`src/rtl/stream_pkt_arbiter.sv`:
```
`default_nettype none
// ============================================================================
// Module      : stream_pkt_arbiter
// Description : Merges N_SOURCES valid/ready packet streams into one output
//               stream. Arbitration is round-robin at packet granularity:
//               once a source is granted it keeps the output until its last
//               beat has been accepted. The output is one register stage.
// Revision    : 1.0 - initial release
// ============================================================================
module stream_pkt_arbiter #(
  parameter int T_DATA_WIDTH = 8,
  parameter int N_SOURCES    = 4,
  parameter int ID_WIDTH     = (N_SOURCES > 1) ? $clog2(N_SOURCES) : 1
) (
  input  logic                    clk,
  input  logic                    rst,
  input  logic [T_DATA_WIDTH-1:0] s_data_i [0:N_SOURCES-1],
  input  logic [N_SOURCES-1:0]    s_last_i,
  input  logic [N_SOURCES-1:0]    s_valid_i,
  output logic [N_SOURCES-1:0]    s_ready_o,
  output logic [T_DATA_WIDTH-1:0] m_data_o,
  output logic                    m_last_o,
  output logic                    m_valid_o,
  input  logic                    m_ready_i,
  output logic [ID_WIDTH-1:0]     m_id_o,
  output logic                    busy_o
);

  // Candidate index carries one spare bit so rr_ptr + offset cannot overflow
  // before the explicit wrap back into 0..N_SOURCES-1.
  localparam int                CAND_WIDTH = ID_WIDTH + 1;
  localparam logic [CAND_WIDTH-1:0] N_SRC_W = CAND_WIDTH'(N_SOURCES);
  localparam logic [ID_WIDTH-1:0]   LAST_ID = ID_WIDTH'(N_SOURCES - 1);

  typedef enum logic [0:0] {
    ST_IDLE   = 1'b0,
    ST_LOCKED = 1'b1
  } state_t;

  state_t                  state_q, state_d;
  logic [ID_WIDTH-1:0]     grant_id_q, grant_id_d;
  logic [ID_WIDTH-1:0]     rr_ptr_q, rr_ptr_d;
  logic [T_DATA_WIDTH-1:0] m_data_q, m_data_d;
  logic                    m_last_q, m_last_d;
  logic                    m_valid_q, m_valid_d;
  logic [ID_WIDTH-1:0]     m_id_q, m_id_d;

  logic                    pick_found;
  logic [ID_WIDTH-1:0]     pick_id;
  logic [CAND_WIDTH-1:0]   cand;
  logic                    grant_ready;
  logic                    accept;

  // Round-robin search: first valid source at or above rr_ptr, wrapping.
  always_comb begin
    pick_found = 1'b0;
    pick_id    = '0;
    cand       = '0;
    for (int i = 0; i < N_SOURCES; i++) begin
      cand = {1'b0, rr_ptr_q} + CAND_WIDTH'(i);
      if (cand >= N_SRC_W) begin
        cand = cand - N_SRC_W;
      end
      if (!pick_found && s_valid_i[cand[ID_WIDTH-1:0]]) begin
        pick_found = 1'b1;
        pick_id    = cand[ID_WIDTH-1:0];
      end
    end
  end

  // Grant FSM: next state, grant/pointer updates and per-source ready.
  // Ready never looks at s_valid_i, only at the grant and the output stage.
  always_comb begin
    state_d     = state_q;
    grant_id_d  = grant_id_q;
    rr_ptr_d    = rr_ptr_q;
    s_ready_o   = '0;
    grant_ready = 1'b0;
    accept      = 1'b0;
    case (state_q)
      ST_IDLE: begin
        if (pick_found) begin
          grant_id_d = pick_id;
          state_d    = ST_LOCKED;
        end
      end
      ST_LOCKED: begin
        grant_ready            = ~m_valid_q | m_ready_i;
        s_ready_o[grant_id_q]  = grant_ready;
        accept                 = grant_ready & s_valid_i[grant_id_q];
        if (accept && s_last_i[grant_id_q]) begin
          state_d  = ST_IDLE;
          rr_ptr_d = (grant_id_q == LAST_ID) ? '0 : grant_id_q + 1'b1;
        end
      end
      default: begin
        state_d = ST_IDLE;
      end
    endcase
  end

  // Output register: load on every accepted beat, drain when downstream takes it.
  always_comb begin
    m_data_d  = m_data_q;
    m_last_d  = m_last_q;
    m_id_d    = m_id_q;
    m_valid_d = m_valid_q;
    if (accept) begin
      m_data_d  = s_data_i[grant_id_q];
      m_last_d  = s_last_i[grant_id_q];
      m_id_d    = grant_id_q;
      m_valid_d = 1'b1;
    end else if (m_ready_i) begin
      m_valid_d = 1'b0;
    end
  end

  // State and output registers with synchronous reset.
  always_ff @(posedge clk) begin
    if (rst) begin
      state_q    <= ST_IDLE;
      grant_id_q <= '0;
      rr_ptr_q   <= '0;
      m_data_q   <= '0;
      m_last_q   <= 1'b0;
      m_valid_q  <= 1'b0;
      m_id_q     <= '0;
    end else begin
      state_q    <= state_d;
      grant_id_q <= grant_id_d;
      rr_ptr_q   <= rr_ptr_d;
      m_data_q   <= m_data_d;
      m_last_q   <= m_last_d;
      m_valid_q  <= m_valid_d;
      m_id_q     <= m_id_d;
    end
  end

  assign m_data_o  = m_data_q;
  assign m_last_o  = m_last_q;
  assign m_valid_o = m_valid_q;
  assign m_id_o    = m_id_q;
  assign busy_o    = (state_q == ST_LOCKED);

endmodule
`default_nettype wire

```
`config.mk`:
```
export PLATFORM = sky130hd
export DESIGN_NAME = stream_pkt_arbiter
export DESIGN_NICKNAME = d
export VERILOG_FILES = /design/src/rtl/stream_pkt_arbiter.sv
export SDC_FILE = /design/constraint.sdc
export NUM_CORES = 1
export LEC_CHECK = 0
export ABC_AREA = 0
export CELL_PAD_IN_SITES_DETAIL_PLACEMENT = 0
export CELL_PAD_IN_SITES_GLOBAL_PLACEMENT = 1
export CORE_MARGIN = 2
export CORE_UTILIZATION = 24
export DETAILED_ROUTE_END_ITERATION = 12
export PLACE_DENSITY_LB_ADDON = 0.1
export SLEW_MARGIN = 20
export SYNTH_ARGS = -nofsm -noshare
export SYNTH_HDL_FRONTEND = slang
export SYNTH_SLANG_ARGS = --single-unit
```
`constraint.sdc`:
```
create_clock -name clk -period 1.7 [get_ports clk]
set_input_delay 0.34 -clock clk [delete_from_list [all_inputs] [get_ports clk]]
set_output_delay 0.34 -clock clk [all_outputs]
set_load 0.05 [all_outputs]
```
==> results of run 1 <==
## layout make-up
class	count	area, um^2
tap	52	65.1
timing repair buffer	79	749
inverter	6	22.5
clock inverter	1	5.00
sequential	17	345
multi-input combinational	81	666
fill	441	2430
clock buffer	3	41.3
## cell usage after synthesis, drive strengths merged
| cell | count |
|---|---|
| nand2 | 22 |
| a21oi | 18 |
| dfxtp | 17 |
| mux4 | 10 |
| inv | 6 |
| and3 | 5 |
| clkbuf | 5 |
| buf | 4 |
| ha | 4 |
| nand2b | 4 |
| o21ai | 3 |
| mux2i | 2 |
| nor2 | 2 |
| o22ai | 2 |
| a2111o | 1 |
| a221oi | 1 |
| a31o | 1 |
| mux2 | 1 |
| nand3 | 1 |
| nand4 | 1 |
| nor4 | 1 |
| or3 | 1 |
| or4 | 1 |
## per-stage QoR
step | hold WS (ns) | std cells | utilization (%)
floorplan | 0.453 | 113 | -
global placement | 0.446 | 233 | 41.8
detailed placement | 0.451 | 233 | 41.8
CTS | 0.460 | 238 | 43.3
global route | 0.477 | 239 | 43.8
finish | 0.457 | 239 | 43.8
## worst max-delay path: stages
cell and delay (ns):
clkdlybuf4s50_1 0.46, nand2b_4 0.17, and3_2 0.23, buf_12 0.14
## sequential cells by signal, summed over array words and instances (netlist names)
signal and flops:
busy_o 1, grant_id_q 2, m_data_o 8, m_id_o 2
m_last_o 1, m_valid_o 1, rr_ptr_q 2
## cells by family (layout without fill, tap and decap cells)
family,Yosys count,after routing,synth area share (%)
multiplexers,13,13,25.1
flip-flops,17,17,31.9
buffers and inverters,15,89,6.92
AND/OR/NAND/NOR,38,38,17.1
adder cells (fa/ha/maj),4,4,4.69
AO/OA/AOI/OAI,26,26,14.3
## report_power, final
part	switching [uW]	internal [uW]	leakage, uW	total, uW
combinational	208	242	0.000614	450
clock	133	162	0.0000255	295
sequential	24.9	424	0.000140	449
total	366	828	0.000779	1190
## worst max path at each step
stage,endpoint,slack (ns),cells after the start
floorplan,s_ready_o[1],0.03,2
global placement,busy_o,-0.16,4
detailed placement,busy_o,-0.19,4
CTS,s_ready_o[2],0.003,5
global route,s_ready_o[2],-0.004,5
finish,s_ready_o[3],0.02,4
## per-layer routing
layer | vias up | GRT usage [%] | wire length [um]
li1 | 561 | - | -
met1 | 526 | 16.7 | 1390
met2 | 32 | 25.0 | 1750
met3 | 2 | 2.85 | 182
met4 | 0 | 2.52 | 18
met5 | - | 0 | 0
## what timing repair did
item | in CTS | in global routing
pin swaps | 0 | 1
resized for setup | 5 | 4
endpoints found under the setup margin | 4 | 12
buffers inserted | 1 | 1
hold endpoints to repair | 0 | 0
==> flow_metrics.py, run 1 <==
metrics = {
    "status": {
        "status": "finished clean",
    },
    "synthesis": {
        "yosys_register_bits": 17,
        "yosysTopAreaCell": "dfxtp_1",
        "synth_nets": 160,
        "ys_types": 26,
        "synthTopCellsByArea": "dfxtp_1, mux4_2, a21oi_1",
        "syn_area_um2": 1070,
        "synth_warnings": 0,
        "synth_cells": 113,
        "synth_top_cell_area_share_pct": 31.9,
        "syn_area_per_cell_um2": 9.44,
        "ys_seq_area_share_pct": 31.9,
    },
    "detailed_routing": {
        "routed_via_density": 4.69,
        "routed_wl_um": 3340,
        "drtIter0Drc": 25,
        "firstDrtPassIters": 4,
        "ant_nets": 0,
        "vias": 1121,
        "wl_per_cell_um": 14.0,
        "drc": 0,
    },
    "finish": {
        "drive_gt1_share_pct": 31.6,
        "final_common_cell": "clkdlybuf4s50_1",
        "area_growth_pct": 77.5,
        "diodes": 0,
        "nNetsFinal": 235,
        "final_cell_mix": "clkdlybuf4s50_1, buf_4, nand2_1, a21oi_1, dfxtp_1",
        "fin_area_um2": 1890,
    },
    "grt": {
        "first_global_vias": 1203,
        "antenna_found_initial": 0,
        "grt_usage_pct": 13.7,
        "grt_pass1_wl_um": 5620,
        "grt_max_degree": 18,
        "grt-ovfl-total": 0,
    },
    "clocking": {
        "numCtsBuffers": 3,
        "cts-hold-fix-buffers": 0,
        "clock-sinks": 17,
        "clk_latency_ns": 0.25,
        "cts_max_level": 1,
        "clk_pin_slew_worst_paths_ns": 0.06,
        "tritoncts": "yes",
        "clock-root-buffer": "clkbuf_8",
        "cts.path.max_buffers": 2,
    },
    "place": {
        "io_buffers": 59,
        "place_area_um2": 1810,
        "hpwl_um": 2650,
        "gp_congestion": 0.760,
        "post-place-ws_ns": -0.186,
    },
    "sta": {
        "timing.final.max_slew_violations": 0,
        "clock-skew-final_ns": 0.00233,
        "setup_tns_ns": 0,
        "fin_ws_ns": 0.0248,
        "fmax_mhz": 597,
        "max_slew_margin_pct": 72.7,
        "hold_violations": 0,
        "worst_pin_slew_ns": 0.410,
        "setup_viol": 0,
        "period_share_pct": 98.5,
        "grt_setup_unrepaired": "true",
        "period_minus_slack_ns": 1.68,
    },
    "pwr": {
        "power_density_nw_per_um2": 630,
        "ir_drop_mv": 0.329,
        "power.total_uw": 1190,
        "power.leakage_uw": 0.000779,
    },
    "setup_path": {
        "critPathMaxFanout": 9,
        "worstReg2RegEnd": "rr_ptr_q[0]",
        "cp-end-kind": "primary output",
        "critPathLaunch": "m_ready_i",
        "crit_type": "primary input to primary output",
        "reg2reg_from": "grant_id_q[0]",
        "rrSetupSlack_ns": 0.09,
        "crit_path_start_kind": "primary input",
        "crit_arrival_ns": 1.34,
        "rr_worst_depth": 5,
        "cp.required_ns": 1.36,
    },
    "floorplan": {
        "num_rows": 24,
        "initial_core_util_pct": 24.7,
        "io_pins": 60,
        "dieArea_um2": 5000,
        "die_h_um": 70.7,
        "die-width_um": 70.7,
        "fp.coreArea_um2": 4320,
    },
    "hold_path": {
        "hold_start": "m_data_o[3]",
        "worstHoldPathCells": 2,
        "min_to": "m_data_o[3]",
        "hold_class": "register to register",
    },
    "job": {
        "cap_violations": 0,
    },
}
Power figures use the tool's default switching activity.
==> run 2: changes to the inputs <==
- SLEW_MARGIN: 20 -> 15
==> results of run 2 <==
Final layout, timing and power as in run 1 (identical DEF).
==> run 3: changes to the inputs <==
- ABC_AREA: 0 -> default
- REMOVE_ABC_BUFFERS: default -> 1
==> run 3 against run 2 <==
Sequential cell count is the same. Worst setup slack improved by 0.022 ns. Via count decreased by 0.27%. Largest power group unchanged. Highest routed layer unchanged.
==> flow_metrics.py, run 3 (synthesis results as in run 1) <==
metrics = {
    "status": {
        "status": "finished clean",
    },
    "hold_path": {
        "hold_start": "m_data_o[6]",
        "worstHoldPathCells": 2,
        "hold_class": "register to register",
        "min_to": "m_data_o[6]",
    },
    "setup_path": {
        "crit_family": "buffers and inverters",
        "crit_cells": 4,
        "slowest_stage": "clkdlybuf4s50_1",
        "reg2reg_from": "grant_id_q[0]",
        "cp.required_ns": 1.36,
        "rrSetupSlack_ns": 0.09,
        "rr_worst_depth": 5,
        "crit_path_start_kind": "primary input",
        "worstReg2RegEnd": "rr_ptr_q[0]",
        "crit_arrival_ns": 1.31,
        "worstPathCellList": "clkdlybuf4s50_1, nand2b_4, and3_1, buf_6",
        "max_stage_delay_ns": 0.46,
        "critPathMaxFanout": 7,
        "cp-end-kind": "primary output",
        "critPathBufInv": 2,
        "crit_type": "primary input to primary output",
    },
    "clocking": {
        "numCtsBuffers": 3,
        "cts_max_level": 1,
        "clock-root-buffer": "clkbuf_8",
        "clk_latency_ns": 0.25,
        "clk_pin_slew_worst_paths_ns": 0.06,
        "clock-sinks": 17,
        "tritoncts": "yes",
        "cts.path.max_buffers": 2,
    },
    "floorplan": {
        "dieArea_um2": 5000,
        "initial_core_util_pct": 24.7,
        "die-width_um": 70.7,
        "die_h_um": 70.7,
        "io_pins": 60,
        "fp.coreArea_um2": 4320,
        "num_rows": 24,
    },
    "finish": {
        "final_cell_mix": "clkdlybuf4s50_1, buf_4, nand2_1, a21oi_1, dfxtp_1",
        "largest_reg_flops": 8,
        "fill_cells": 435,
        "final_common_cell": "clkdlybuf4s50_1",
        "diodes": 0,
        "nNetsFinal": 234,
        "fin_area_um2": 1910,
        "drive_gt1_share_pct": 31.2,
        "area_growth_pct": 79.4,
    },
    "detailed_routing": {
        "drtIter0Drc": 33,
        "routed_wl_um": 3200,
        "drc": 0,
        "firstDrtPassIters": 4,
        "vias": 1118,
        "wl_per_cell_um": 13.5,
        "ant_nets": 0,
        "routed_via_density": 4.70,
    },
    "pwr": {
        "intPower_uw": 835,
        "ir_drop_mv": 0.278,
        "seqPwrFrac_pct": 37.3,
        "power_density_nw_per_um2": 628,
        "p_clk_share_pct": 25.2,
        "power_frac_comb_pct": 37.5,
        "power.leakage_uw": 0.000766,
        "power_switching_uw": 368,
        "power_switching_share_pct": 30.6,
    },
    "place": {
        "io_buffers": 59,
        "hpwl_um": 2620,
        "place_area_um2": 1810,
        "post-place-ws_ns": -0.162,
        "gp_congestion": 0.728,
    },
    "sta": {
        "period_share_pct": 97.2,
        "period_minus_slack_ns": 1.65,
        "worst_pin_slew_ns": 0.439,
        "max_slew_margin_pct": 70.7,
        "grt_setup_unrepaired": "true",
        "timing.final.max_slew_violations": 0,
        "clock-skew-final_ns": 0.00491,
        "setup_tns_ns": 0,
        "fmax_mhz": 605,
        "setup_viol": 0,
        "hold_violations": 0,
        "fin_ws_ns": 0.0469,
    },
    "grt": {
        "grt_max_degree": 18,
        "antenna_found_initial": 0,
        "grt_pass1_wl_um": 5420,
        "first_global_vias": 1198,
        "grt_usage_pct": 13.8,
        "grt-ovfl-total": 0,
    },
    "job": {
        "cap_violations": 0,
    },
}
-- run 3: worst max path at each step --
stage	start	endpoint	slack (ns)
6_report	m_ready_i	s_ready_o[0]	0.05
5_1_grt	grant_id_q[0]	s_ready_o[2]	-0.01
4_1_cts	grant_id_q[0]	s_ready_o[2]	0.005
3_5_place_dp	s_valid_i[3]	m_data_o[4]	-0.16
3_3_place_gp	s_valid_i[3]	busy_o	-0.12
2_1_floorplan	grant_id_q[0]	m_data_o[0]	-0.20
-- run 3: worst min-delay path, cell delays in order (launching register included) --
cell     delay (ns)
dfxtp_1        0.31
nand2_1        0.05
a21oi_1        0.05
-- run 3: stage by stage --
step                      cells  util (%)  hold WS, ns  total power, uW
final                       238      44.3        0.453             1200
after global routing        238      44.3        0.479             1280
after CTS                   238      43.7        0.457             1220
after detailed placement    232      41.8        0.448              899
after global placement      232      41.8        0.446              891
after floorplan             104         -        0.406              666
-- run 3: area by class of cell --
cell class | count | area, um^2 | area share (%)
repair buffers | 78 | 756 | 39.5
multi-input cells | 81 | 678 | 35.4
flip-flops and latches | 17 | 348 | 18.2
well taps | 52 | 65.1 | 3.40
clock buffers | 4 | 45.0 | 2.35
inverters | 6 | 22.5 | 1.18
-- run 3: per-layer routing --
| metal | part of all wire [%] | track usage (%) | routed length, um |
|---|---|---|---|
| met1 | 41 | 15.4 | 1310 |
| met2 | 53 | 25.4 | 1700 |
| met3 | 4.9 | 2.56 | 158 |
| met4 | 1.1 | 5.66 | 34 |
| met5 | 0 | 0 | 0 |
-- run 3: power by group through the flow --
stage	sequential [uW]	clock (uW)	combinational, uW
3_3_place_gp	459	0	432
4_1_cts	450	315	455
6_report	449	303	452
2_1_floorplan	531	0	136
3_5_place_dp	459	0	440
5_1_grt	453	343	484
-- run 3: timing repair --
item | in CTS | in global routing
hold buffers | 0 | 0
buffers inserted | 2 | 0
gates resized for setup | 8 | 7
setup endpoints to repair | 4 | 4
